## src/rtl/instr_fetch_unit_if.sv

```systemverilog
// Instruction-memory fetch bus: request/address out, ready/data back.
interface instr_fetch_unit_if;
  logic        req;
  logic [31:0] addr;
  logic        ready;
  logic [31:0] rdata;

  modport master (
    output req,
    output addr,
    input  ready,
    input  rdata
  );

  modport slave (
    input  req,
    input  addr,
    output ready,
    output rdata
  );
endinterface

```

## src/rtl/instr_fetch_unit.sv

```systemverilog
// Fetch stage: owns the PC, fetches one word at a time and holds it for the decoder.
// Optional performance counters are enabled with the FETCH_PERF_CNT_EN macro.
module instr_fetch_unit #(
  parameter logic [31:0] RESET_PC      = 32'h0000_0000,
  parameter logic [31:0] BRANCH_PC_OFS = 32'd8
) (
  input  logic                       clk,
  input  logic                       rst,
  instr_fetch_unit_if.master         imem,
  output logic [31:0]                instruction_o,
  output logic                       instr_valid_o,
  output logic [31:0]                pc_out_o,
  input  logic                       stall_i,
  input  logic                       jump_en_i,
  input  logic [31:0]                jump_addr_i
`ifdef FETCH_PERF_CNT_EN
  ,
  output logic [31:0]                perf_fetch_cnt_o,
  output logic [31:0]                perf_stall_cnt_o
`endif
);

  typedef enum logic [1:0] {StIdle, StReq, StHold} state_e;

  state_e      state_q, state_d;
  logic [31:0] fetch_pc_q, fetch_pc_d;
  logic [31:0] instr_q, instr_d;
  logic [31:0] pc_out_q, pc_out_d;
  logic        valid_q, valid_d;
  logic        req;

  always_ff @(posedge clk) begin
    if (rst) begin
      state_q    <= StIdle;
      fetch_pc_q <= RESET_PC;
      instr_q    <= 32'h0;
      pc_out_q   <= 32'h0;
      valid_q    <= 1'b0;
    end else begin
      state_q    <= state_d;
      fetch_pc_q <= fetch_pc_d;
      instr_q    <= instr_d;
      pc_out_q   <= pc_out_d;
      valid_q    <= valid_d;
    end
  end

  always_comb begin
    state_d    = state_q;
    fetch_pc_d = fetch_pc_q;
    instr_d    = instr_q;
    pc_out_d   = pc_out_q;
    valid_d    = valid_q;
    req        = 1'b0;
    unique case (state_q)
      StIdle: state_d = StReq;
      StReq: begin
        req = 1'b1;
        if (imem.ready) begin
          instr_d    = imem.rdata;
          pc_out_d   = fetch_pc_q;
          valid_d    = 1'b1;
          fetch_pc_d = fetch_pc_q + 32'd4;
          state_d    = StHold;
        end
      end
      StHold: begin
        // Branch decision is only honoured on the edge the held word is consumed.
        if (!stall_i) begin
          valid_d = 1'b0;
          state_d = StReq;
          if (jump_en_i) begin
            fetch_pc_d = pc_out_q + BRANCH_PC_OFS + (jump_addr_i << 2);
          end
        end
      end
      default: state_d = StIdle;
    endcase
  end

  assign imem.req      = req;
  assign imem.addr     = {fetch_pc_q[31:2], 2'b00};
  assign instruction_o = instr_q;
  assign instr_valid_o = valid_q;
  assign pc_out_o      = pc_out_q;

`ifdef FETCH_PERF_CNT_EN
  logic [31:0] fetch_cnt_q, stall_cnt_q;

  always_ff @(posedge clk) begin
    if (rst) begin
      fetch_cnt_q <= 32'h0;
      stall_cnt_q <= 32'h0;
    end else begin
      if (state_q == StReq && imem.ready) begin
        fetch_cnt_q <= fetch_cnt_q + 32'd1;
      end
      if (valid_q && stall_i) begin
        stall_cnt_q <= stall_cnt_q + 32'd1;
      end
    end
  end

  assign perf_fetch_cnt_o = fetch_cnt_q;
  assign perf_stall_cnt_o = stall_cnt_q;
`endif

endmodule

```

## src/flat_wrapper.sv

```systemverilog
// flat-port wrapper written by rule: the top's interface ports become plain ports
module instr_fetch_unit_flat 
#(
  parameter logic [31:0] RESET_PC      = 32'h0000_0000,
  parameter logic [31:0] BRANCH_PC_OFS = 32'd8
)
  (clk, rst, instruction_o, instr_valid_o, pc_out_o, stall_i, jump_en_i, jump_addr_i, imem_req, imem_addr, imem_ready, imem_rdata);
  instr_fetch_unit_if imem_i ();
  input  logic clk;
  input  logic rst;
  output logic [31:0] instruction_o;
  output logic instr_valid_o;
  output logic [31:0] pc_out_o;
  input  logic stall_i;
  input  logic jump_en_i;
  input  logic [31:0] jump_addr_i;
  output wire logic [$bits(imem_i.req)-1:0] imem_req;
  output wire logic [$bits(imem_i.addr)-1:0] imem_addr;
  input wire logic [$bits(imem_i.ready)-1:0] imem_ready;
  input wire logic [$bits(imem_i.rdata)-1:0] imem_rdata;
  assign imem_req = imem_i.req;
  assign imem_addr = imem_i.addr;
  assign imem_i.ready = imem_ready;
  assign imem_i.rdata = imem_rdata;
  instr_fetch_unit #(.RESET_PC(RESET_PC), .BRANCH_PC_OFS(BRANCH_PC_OFS)) u_core (.clk(clk), .rst(rst), .imem(imem_i), .instruction_o(instruction_o), .instr_valid_o(instr_valid_o), .pc_out_o(pc_out_o), .stall_i(stall_i), .jump_en_i(jump_en_i), .jump_addr_i(jump_addr_i));
endmodule
```

## config.mk

```make
export PLATFORM = sky130hd
export DESIGN_NAME = instr_fetch_unit_flat
export DESIGN_NICKNAME = d
export VERILOG_FILES = /design/src/rtl/instr_fetch_unit_if.sv /design/src/rtl/instr_fetch_unit.sv /design/src/flat_wrapper.sv
export SDC_FILE = /design/constraint.sdc
export NUM_CORES = 1
export LEC_CHECK = 0
export CAP_MARGIN = 20
export CORE_ASPECT_RATIO = 0.7
export CORE_MARGIN = 3
export CORE_UTILIZATION = 54
export CTS_CLUSTER_SIZE = 20
export DETAILED_ROUTE_END_ITERATION = 16
export GPL_TIMING_DRIVEN = 1
export PLACE_DENSITY_LB_ADDON = 0.2
export SETUP_SLACK_MARGIN = 0.2
export SYNTH_ARGS = -nofsm -noshare
export SYNTH_HDL_FRONTEND = slang
export SYNTH_SLANG_ARGS = --single-unit
```

## constraint.sdc

```tcl
create_clock -name clk -period 6.1 [get_ports clk]
set_input_delay 0.61 -clock clk [delete_from_list [all_inputs] [get_ports clk]]
set_output_delay 0.61 -clock clk [all_outputs]
set_load 0.05 [all_outputs]
```

### Yosys cells after proc, flatten, opt, wreduce, memory -nomap -nowiden

Index checks and enable logic that the tools add are counted.

| cells by class | value |
|---|---|
| $add $sub $neg | 3 |
| multipliers | 0 |
| div/mod/pow operators | 0 |
| magnitude comparators | 0 |
| eq/ne operators | 5 |
| shift-type cells | 0 |
| mux-type cells | 11 |
| bitwise operators | 0 |
| reductions and logical operators | 6 |

Operators by type and width:

| cell | number |
|---|---|
| 32-bit 2-to-1 mux | 3 |
| 32-bit one-hot mux with 2 select lines | 1 |
| 32-bit by 3-bit adder with 32-bit output (second input constant) | 1 |
| 32-bit adder | 1 |
| 32-bit by 4-bit adder with 32-bit output (second input constant) | 1 |
| 2-bit inequality test (second input constant) | 3 |
| 2-bit one-hot mux with 3 select lines | 1 |
| 2-bit 2-to-1 mux | 2 |
| 2-bit AND reduction | 2 |
| 4-bit AND reduction | 1 |
| 1-bit 2-to-1 mux | 3 |
| 3-bit AND reduction | 1 |
| 2-bit by 1-bit equality test with 1-bit output (second input constant) | 1 |
| 2-bit equality test (second input constant) | 1 |
| 2-bit zero test | 1 |
| 1-bit one-hot mux with 2 select lines | 1 |
| 2-bit nonzero test | 1 |

| storage, ports and cells | value |
|---|---|
| register bits after elaboration | 99 |
| latch bits | 0 |
| bits in writable memories | 0 |
| ROM bits | 0 |
| input port bits | 69 |
| output and inout bits | 98 |
| word-level logic and storage cells | 30 |
| memories kept | 0 |

### Longest topological paths before layout

Gate-level depths: netlist of run 1.

| depth | value |
|---|---|
| depth after elaboration | 5 |
| mapped depth | 12 |
| gate-level depth less buffers | 12 |

### Least setup slack after synthesis of run 1

No wires, ideal clock.

| timing path | value |
|---|---|
| path kind | flip-flop to flip-flop |
| start point | reg u_core.pc_out_q[3] (netlist: u_core.pc_out_o[3]) |
| end point | reg u_core.fetch_pc_q[19] |
| setup time | 128 ps |
| arrival | 2970 ps |
| required time | 5972 ps |
| path slack | 3002 ps |
| cell stages (with the launch flop) | 13 |
| buffers on the path | 0 |
| period minus slack after synthesis | 3098 ps |
| path through | dfxtp_1 > inv_1 > ha_1 > inv_1 > ha_1 > fa_1 > a211oi_2 > nor4_2 > nor4b_2 > or2_4 > o31ai_1 > a222oi_1 > nor2_1 |

| on the way | value |
|---|---|
| longest elaborated chain between the ends | 5 |

RTL lines:

| element | RTL line | text |
|---|---|---|
| from (decl) | instr_fetch_unit.sv:28 | `logic [31:0] pc_out_q, pc_out_d;` |
| from (signal assigned) | instr_fetch_unit.sv:43 | `pc_out_q <= pc_out_d;` |
| 32-bit by 4-bit adder with 32-bit output | instr_fetch_unit.sv:73 | `fetch_pc_d = pc_out_q + BRANCH_PC_OFS + (jump_addr_i << 2);` |
| 32-bit adder | instr_fetch_unit.sv:73 |  |
| 32-bit 2-to-1 mux | instr_fetch_unit.sv:72 | `if (jump_en_i) begin` |
| 32-bit 2-to-1 mux | instr_fetch_unit.sv:69 | `if (!stall_i) begin` |
| 32-bit one-hot mux with 2 select lines | instr_fetch_unit.sv:55 | `unique case (state_q)` |
| to (signal assigned) | instr_fetch_unit.sv:41 | `fetch_pc_q <= fetch_pc_d;` |
| to (decl) | instr_fetch_unit.sv:26 | `logic [31:0] fetch_pc_q, fetch_pc_d;` |

No other way between the ends. The select of a mux whose other input is x is not followed.
A chain may end at the register's enable or synchronous reset.

### Worst setup path after layout of run 1

| timing path | value |
|---|---|
| start point | in jump_addr_i[1] |
| end point | reg u_core.fetch_pc_q[19] |

| on the way | value |
|---|---|
| longest elaborated chain between the ends | 4 |

RTL lines:

| element | RTL line | text |
|---|---|---|
| from (decl) | flat_wrapper.sv:16 | `input logic [31:0] jump_addr_i;` |
| 32-bit adder | instr_fetch_unit.sv:73 |  |
| 32-bit 2-to-1 mux | instr_fetch_unit.sv:72 |  |
| 32-bit 2-to-1 mux | instr_fetch_unit.sv:69 |  |
| 32-bit one-hot mux with 2 select lines | instr_fetch_unit.sv:55 |  |

No other way between the ends. The select of a mux whose other input is x is not followed.

==> results.json, run 1 <==
{
  "critPathMaxFanout": 4,
  "rows": 33,
  "place_congestion": 0.901,
  "p_leak_nw": 3.10,
  "track_usage_pct": 26.7,
  "critPathSlowestCell": "clkdlybuf4s50_1",
  "n_antenna_cell": 0,
  "insertion_delay_ns": 0.35,
  "synth_edf_count": 0,
  "seqPwrFrac_pct": 43.5,
  "port_buffers": 162,
  "clkPwrFrac_pct": 37.5,
  "min_path_type": "flip-flop to flip-flop",
  "synth-seq-cells": 99,
  "cts.htree.levels": 3,
  "final_common_cell": "nand2_1",
  "status": "finished clean",
  "switching_power_w": 0.000495,
  "yosys.area.top_type": "dfxtp_1",
  "nNetsFinal": 1086,
  "drtPass1Iterations": 5,
  "critical_path_class": "input port to flip-flop",
  "io_pins": 167,
  "start_kind": "input port",
  "cts_buffers": 9,
  "drc": 0,
  "synth_area_leaders": "dfxtp_1, ha_1, a21oi_1",
  "die_h_um": 98.9,
  "p_sw_share_pct": 31.6,
  "cp_cell_sequence": "clkdlybuf4s50_1, inv_1, ha_1, inv_1, ha_1, fa_1, a211oi_2, nor4_2, nor4b_2, or2_4, o31ai_1, a222oi_1, nor2_1",
  "power_density_nw_per_um2": 190,
  "initial_core_util_pct": 56.2,
  "power.share.combinational_pct": 19.1,
  "grt_pass1_vias": 5876,
  "cpPeakStageDelay_ns": 0.47,
  "core-area_um2": 11900,
  "arrival_ns": 3.70,
  "met1_usage_pct": 40.0,
  "drtIter0Drc": 548,
  "hold_viol": 0,
  "drv_slew": 0,
  "die_x_um": 139,
  "finClkSkew_ns": 0.00728,
  "slew_headroom_pct": 31.6,
  "gr-usage-met2_pct": 39.0,
  "hold_ws_ns": 0.455,
  "numClockSinks": 99,
  "path_buf_inv": 3,
  "wl_per_cell_um": 16.7,
  "path_clk_slew_ns": 0.08,
  "required_ns": 6.30,
  "cts_hold_buf": 0,
  "yosysWarningCount": 0,
  "synth_top_area_share_pct": 29.8,
  "period_share_pct": 57.4,
  "period_minus_slack_ns": 3.50,
  "tns_ns": 0,
  "tightest_slew_ns": 1.03,
  "clockBufferDepth": 2,
  "power.internal_w": 0.00107,
  "critical_path.top_delay_family": "adder cells",
  "max_freq_mhz": 286,
  "ys_async_sr_fraction_pct": 0,
  "postCtsSetupBuffers": 0,
  "cts_tree": "yes",
  "yosysSeqAreaShare_pct": 29.8,
  "antenna_found_initial": 0,
  "grt_pass1_wl_mm": 30.5,
  "routed_wl_mm": 18.7,
  "route.vias.total": 6602,
  "ant_nets": 0,
  "synthToLayoutAreaGrowth_pct": 23.9,
  "hpwl_mm": 13.1,
  "gr-max-usage-layer": "met1",
  "syn_area_per_cell_um2": 7.68,
  "ys_types": 76,
  "vdd_ir_drop_max_mv": 0.170,
  "drive_gt1_share_pct": 5.30,
  "layout_common_cells": "nand2_1, clkdlybuf4s50_1, a21oi_1",
  "die-area_um2": 13700,
  "gr-usage-met3_pct": 6.55,
  "syn_inst": 866,
  "rsz0062_at_grt": "false",
  "grt-ovfl-total": 0,
  "synth_ff_type": "dfxtp_1",
  "post_cts_resized": 0,
  "drt-vias-per-instance": 5.89,
  "grt_start_max_net_pins": 92,
  "setup_viol": 0,
  "drv_cap": 0,
  "clock_tree.root_cell": "clkbuf_16",
  "end_kind": "flip-flop",
  "syn_area_um2": 6650
}
synth_stat cells, types with 8 or more instances:
master,count
nand2_1,176
a21oi_1,132
dfxtp_1,99
ha_1,58
nor2_1,41
o21ai_0,38
buf_4,35
clkbuf_1,29
nand3_1,18
nor3_1,17
inv_1,13
nand4_1,12
a31oi_1,10
clkbuf_8,10
a21o_1,9
o22ai_1,9
xor2_1,9
a211oi_1,8
o21a_1,8
o21bai_1,8
xnor2_1,8
power groups by stage:
| stage | clock [W] | sequential (W) | combinational [W] |
|---|---|---|---|
| 2_1_floorplan | 0 | 0.000733 | 0.000161 |
| 3_3_place_gp | 0 | 0.000694 | 0.000294 |
| 3_5_place_dp | 0 | 0.000695 | 0.000296 |
| 4_1_cts | 0.000593 | 0.000680 | 0.000298 |
| 5_1_grt | 0.000619 | 0.000682 | 0.000321 |
| 6_report | 0.000587 | 0.000680 | 0.000298 |
registers in the layout, summed over array words and instances (netlist names):
signal                count
u_core.fetch_pc_q        32
u_core.instr_valid_o      1
u_core.pc_out_o          32
u_core.instruction_o     32
u_core.state_q            2
through the flow:
stage                     cell area (um^2)  util (%)  total power (W)  cells  worst slack [ns]
after floorplan                       6660         -         0.000894    867              3.00
after global placement                7940      67.0         0.000988   1104              2.30
after detailed placement              7940      67.0         0.000991   1104              2.26
after CTS                             8240      69.5          0.00157   1120              2.63
after global routing                  8240      69.5          0.00162   1120              2.35
final                                 8240      69.5          0.00156   1120              2.60
routing by layer:
metal  vias to the layer above  wire, um  share of wire (%)
met2                       295      7640                 41
met4                         0       240                1.3
met3                        21      1740                9.3
li1                       3251         -                  -
met5                         -         0                  0
met1                      3035      9080                 49
final timing paths:
kind,from,slack [ns],endpoint,cells past startpoint
worst max-delay path,jump_addr_i[1],2.60,u_core.fetch_pc_q[19],13
worst min-delay path,u_core.instruction_o[25],0.46,u_core.instruction_o[25],2
worst max register to register,u_core.pc_out_o[3],2.96,u_core.fetch_pc_q[19],12
worst min register to register,u_core.instruction_o[25],0.46,u_core.instruction_o[25],2
cell families after synthesis:
family / count (synthesis) / synth area share [%]
xor+xnor: 17 / 2.24
flops: 99 / 29.8
compound gates: 271 / 24.7
other cells: 1 / 0.0564
simple gates: 314 / 21.9
buf+inv: 101 / 9.50
fa+ha+maj: 59 / 11.2
mux: 4 / 0.639
layout make-up:
| cell class | instances | area, um^2 |
|---|---|---|
| clock buffer | 9 | 225 |
| inverter | 14 | 52.6 |
| timing repair buffer | 167 | 1650 |
| clock inverter | 7 | 77.6 |
| fill | 1006 | 3610 |
| sequential | 99 | 1980 |
| multi-input combinational | 667 | 4050 |
| tap | 157 | 196 |
tightest hold or removal path: cells and delay by family, from the launching register on:
kind | cells | cell delay, ns
simple gates | 1 | 0.05
flops | 1 | 0.31
compound gates | 1 | 0.05
Note: power is estimated with default switching activity, not from simulation.
==> run 2: changes to the inputs <==
--- a/config.mk
+++ b/config.mk
@@ -8,7 +8,7 @@
 export CAP_MARGIN = 20
 export CORE_ASPECT_RATIO = 0.7
 export CORE_MARGIN = 3
-export CORE_UTILIZATION = 54
+export CORE_UTILIZATION = 50
 export CTS_CLUSTER_SIZE = 20
 export DETAILED_ROUTE_END_ITERATION = 16
 export GPL_TIMING_DRIVEN = 1
==> constraint.sdc (replaced) <==
create_clock -name clk -period 3.4 [get_ports clk]
set_input_delay 0.34 -clock clk [delete_from_list [all_inputs] [get_ports clk]]
set_output_delay 0.34 -clock clk [all_outputs]
set_load 0.05 [all_outputs]
==> results.json, run 2 (synthesized netlist as in run 1, its figures left out) <==
{
  "max_freq_mhz": 329,
  "routed_wl_mm": 18.8,
  "drt-vias-per-instance": 5.73,
  "slew_headroom_pct": 33.0,
  "drv_cap": 0,
  "wl_per_cell_um": 16.5,
  "io_pins": 167,
  "grt_pass1_vias": 5799,
  "grt_pass1_wl_mm": 29.4,
  "required_ns": 3.63,
  "status": "finished clean",
  "hold_viol": 0,
  "setup_viol": 0,
  "n_antenna_cell": 0,
  "drv_slew": 0,
  "synthToLayoutAreaGrowth_pct": 25.8,
  "numClockSinks": 99,
  "rows": 34,
  "fin_util_pct": 65.8,
  "hpwl_mm": 13.4,
  "cts.htree.levels": 3,
  "grt_start_max_net_pins": 91,
  "met1_usage_pct": 37.2,
  "place_congestion": 0.877,
  "drtIter0Drc": 588,
  "cts_buffers": 9,
  "gr-usage-met3_pct": 4.82,
  "ant_nets": 0,
  "track_usage_pct": 24.6,
  "period_minus_slack_ns": 3.04,
  "period_share_pct": 89.5,
  "finClkSkew_ns": 0.00571,
  "cts_tree": "yes",
  "p_leak_nw": 3.18,
  "antenna_found_initial": 0,
  "drc": 0,
  "path_clk_slew_ns": 0.08,
  "clockBufferDepth": 2,
  "power_density_nw_per_um2": 335,
  "port_buffers": 162,
  "clock_tree.root_cell": "clkbuf_16",
  "core-area_um2": 12700,
  "nNetsFinal": 1102,
  "end_kind": "flip-flop",
  "grt-ovfl-total": 0,
  "die-area_um2": 14700,
  "start_kind": "input port",
  "postCtsSetupBuffers": 0,
  "initial_core_util_pct": 52.3,
  "rsz0062_at_grt": "false",
  "die_h_um": 103,
  "critPathMaxFanout": 3,
  "die_x_um": 144,
  "drive_gt1_share_pct": 7.05,
  "layout_common_cells": "nand2_1, clkdlybuf4s50_1, a21oi_1",
  "min_path_type": "flip-flop to flip-flop",
  "gr-max-usage-layer": "met1",
  "power.total_w": 0.00280,
  "vdd_ir_drop_max_mv": 0.247,
  "gr-usage-met2_pct": 37.1,
  "insertion_delay_ns": 0.35,
  "route.vias.total": 6541,
  "tns_ns": 0,
  "fill_cells": 1122,
  "drtPass1Iterations": 7,
  "critical_path_class": "input port to flip-flop",
  "arrival_ns": 3.27,
  "tightest_slew_ns": 1.00,
  "final_common_cell": "nand2_1"
}
## run 2: per-layer routing
metal	part of all wire (%)	up-vias
met3	9.0	10
met5	0	-
met1	49	2982
met2	42	265
li1	-	3284
met4	0.53	0
## run 2: report_power, final
group / internal, W / total (W) / leakage [nW] / switching (W)
combinational: 0.000213 / 0.000549 / 2.23 / 0.000337
sequential: 0.00119 / 0.00122 / 0.802 / 0.0000286
clock: 0.000519 / 0.00104 / 0.146 / 0.000517
## run 2: stage by stage
stage,cell area [um^2],setup WS [ns],hold WS [ns],std cells
floorplan,6660,0.302,0.432,867
global placement,8070,-0.0121,0.441,1125
detailed placement,8070,-0.0476,0.446,1125
CTS,8360,0.330,0.457,1141
global route,8370,0.211,0.472,1141
finish,8370,0.356,0.454,1141
## run 2: worst paths after layout
| path | cells past startpoint | slack [ns] | endpoint | from |
|---|---|---|---|---|
| min reg2reg | 2 | 0.45 | u_core.instruction_o[12] | u_core.instruction_o[12] |
| max | 12 | 0.36 | u_core.fetch_pc_q[13] | jump_addr_i[1] |
| min | 2 | 0.45 | u_core.instruction_o[12] | u_core.instruction_o[12] |
| max reg2reg | 11 | 0.43 | u_core.fetch_pc_q[13] | u_core.pc_out_o[3] |
## run 2: critical path, stage by stage
cell	delay (ns)
clkdlybuf4s50_1	0.46
inv_1	0.04
ha_1	0.26
inv_1	0.04
ha_1	0.22
fa_2	0.39
a211oi_4	0.31
nor4_2	0.11
buf_4	0.14
or3_1	0.40
xnor2_1	0.15
a2111oi_1	0.42
## run 2: timing repair
item,4_1_cts,5_1_grt
resized for setup,0,4
endpoints found under the setup margin,0,3
hold buffers,0,0
## run 2: area by class of cell
| class | count | area, um^2 | share of cell area [%] |
|---|---|---|---|
| multi-input combinational | 667 | 4070 | 48.6 |
| clock buffer | 9 | 225 | 2.69 |
| timing repair buffer | 183 | 1770 | 21.2 |
| clock inverter | 7 | 65.1 | 0.777 |
| inverter | 14 | 52.6 | 0.628 |
| sequential | 99 | 1980 | 23.7 |
| tap | 162 | 203 | 2.42 |
==> RTL change: new RTL, flow settings as in run 2 <==
`instr_q` no longer has a reset.
--- a/src/rtl/instr_fetch_unit.sv
+++ b/src/rtl/instr_fetch_unit.sv
@@ -33,16 +33,18 @@
     if (rst) begin
       state_q    <= StIdle;
       fetch_pc_q <= RESET_PC;
-      instr_q    <= 32'h0;
       pc_out_q   <= 32'h0;
       valid_q    <= 1'b0;
     end else begin
       state_q    <= state_d;
       fetch_pc_q <= fetch_pc_d;
-      instr_q    <= instr_d;
       pc_out_q   <= pc_out_d;
       valid_q    <= valid_d;
     end
+  end
+
+  always_ff @(posedge clk) begin
+    instr_q <= instr_d;
   end
 
   always_comb begin
Formal check against the unedited RTL: differs if rst is asserted again (counterexample within 4 cycles, from zero or initial values and one cycle with rst high); with rst held inactive, the same outputs for 4 cycles.
==> RTL change against run 2 <==
Die area decreased by 9.2%. Area after synthesis decreased by 9.6%. Worst setup slack got worse by 0.020 ns. Sequential cell count unchanged. Routed wire length decreased by 7.4%. Cell area decreased by 6.0%. Total power decreased by 2.8%. Combinational power decreased by 19%. Maximum frequency decreased by 0.64%. Critical endpoint unchanged. Largest cell class unchanged.
==> RTL change: results (changes against run 2) <==
switching share of power 28.8% (-2.7 points); CP arrival 3.31 ns (+0.04 ns); Peak VDD IR 0.261 mV (+5.5%); largest net degree at the start of global routing 72 (-21%); met3 usage 4.99% (+0.17 points); DR vias 5705 (-13%); fin nets 957 (-13%); Repair and plain buffers 175 (-4.4%); Detail Route Antenna Nets 0 (unchanged); Longest Clk Path Bufs 2 (unchanged); grt total ovfl 0 (unchanged); GR met1 Demand/Resource 37.6% (+0.44 points); Post-synth EDFFs 32 (+32); postcts setup bufs 0 (unchanged); Slew @ Worst Pin 0.725 ns (-0.279 ns); #MultiIn Comb 528 (-21%); vias in the first global route 5365 (-7.5%); P&R area growth vs syn 30.8%; Placement Cell Area 0.00756 mm^2 (-6.2%); register area 0.00230 mm^2 (+16%); DR iter-0 viols 481 (-18%); ClkCell Share 3.72% (+0.25 points); routed wl met3 1500 um (-12%); tap cell count 153 (-5.6%); global-route wire length before repair 27900 um (-5.2%); post-synthesis cell count 709 (-18%); met2 Usage GRT 39.7% (+2.6 points); Synth top cells by count nand2_1, a21oi_1, dfxtp_1; Leakage 2.93 nW (-8.1%); Comb group 0.442 mW (-19%); Setup Skew 0.00715 ns (+0.00144 ns); met2 wire length 7730 um (-1.7%); delay-heaviest family, CP compound AO/OA/AOI/OAI gates; Clk Latency, worst-skew pair 0.35 ns (about the same); clock share of power 37.2% (+0.3 points); status complete, no violations; final wirelength 17400 um (-7.4%); sequential area share after synthesis 38.3% (+8.5 points); first-pass iteration count of the detailed router 5 (-2); Final HPWL DP 13000 um (-3.3%); multi-input logic area 0.00329 mm^2 (-19%); non-clk buf share 22.0% (+0.75 points); Fillers 951 (-15%); Setup Slack @ Placement -0.0490 ns (-0.00144 ns); Placed Cells 971 (-14%); invs w/o clock 16 (+2); GRT Overall Usage 25.9% (+1.4 points); post-synth cell types 59 (-22%); Final GP Congestion 0.927 (+5.6%); Routed wire per std cell 17.7 um (+7.0%); largest cells by area after synthesis dfxtp_1, edfxtp_1, ha_1
[RTL change: cells by family (layout without fill, tap and decap cells)]
| kind of cell | Yosys count | after routing | synth area share [%] |
|---|---|---|---|
| AND/OR/NAND/NOR | 233 | 233 | 17.9 |
| AO/OA/AOI/OAI | 206 | 206 | 20.0 |
| flip-flops | 99 | 99 | 38.3 |
| buffers and inverters | 83 | 207 | 7.24 |
| adder cells (fa/ha/maj) | 59 | 59 | 12.4 |
| XOR/XNOR | 27 | 27 | 3.93 |
| other | 1 | 2 | 0.0624 |
| multiplexers | 1 | 1 | 0.166 |
[RTL change: final timing paths]
path	slack, ns	cells past startpoint	end	from
max	0.34	15	u_core.fetch_pc_q[13]	jump_addr_i[1]
min	0.42	2	u_core.fetch_pc_q[4]	rst
max reg2reg	0.42	14	u_core.fetch_pc_q[13]	u_core.pc_out_o[3]
min reg2reg	0.47	2	u_core.pc_out_o[1]	u_core.fetch_pc_q[1]
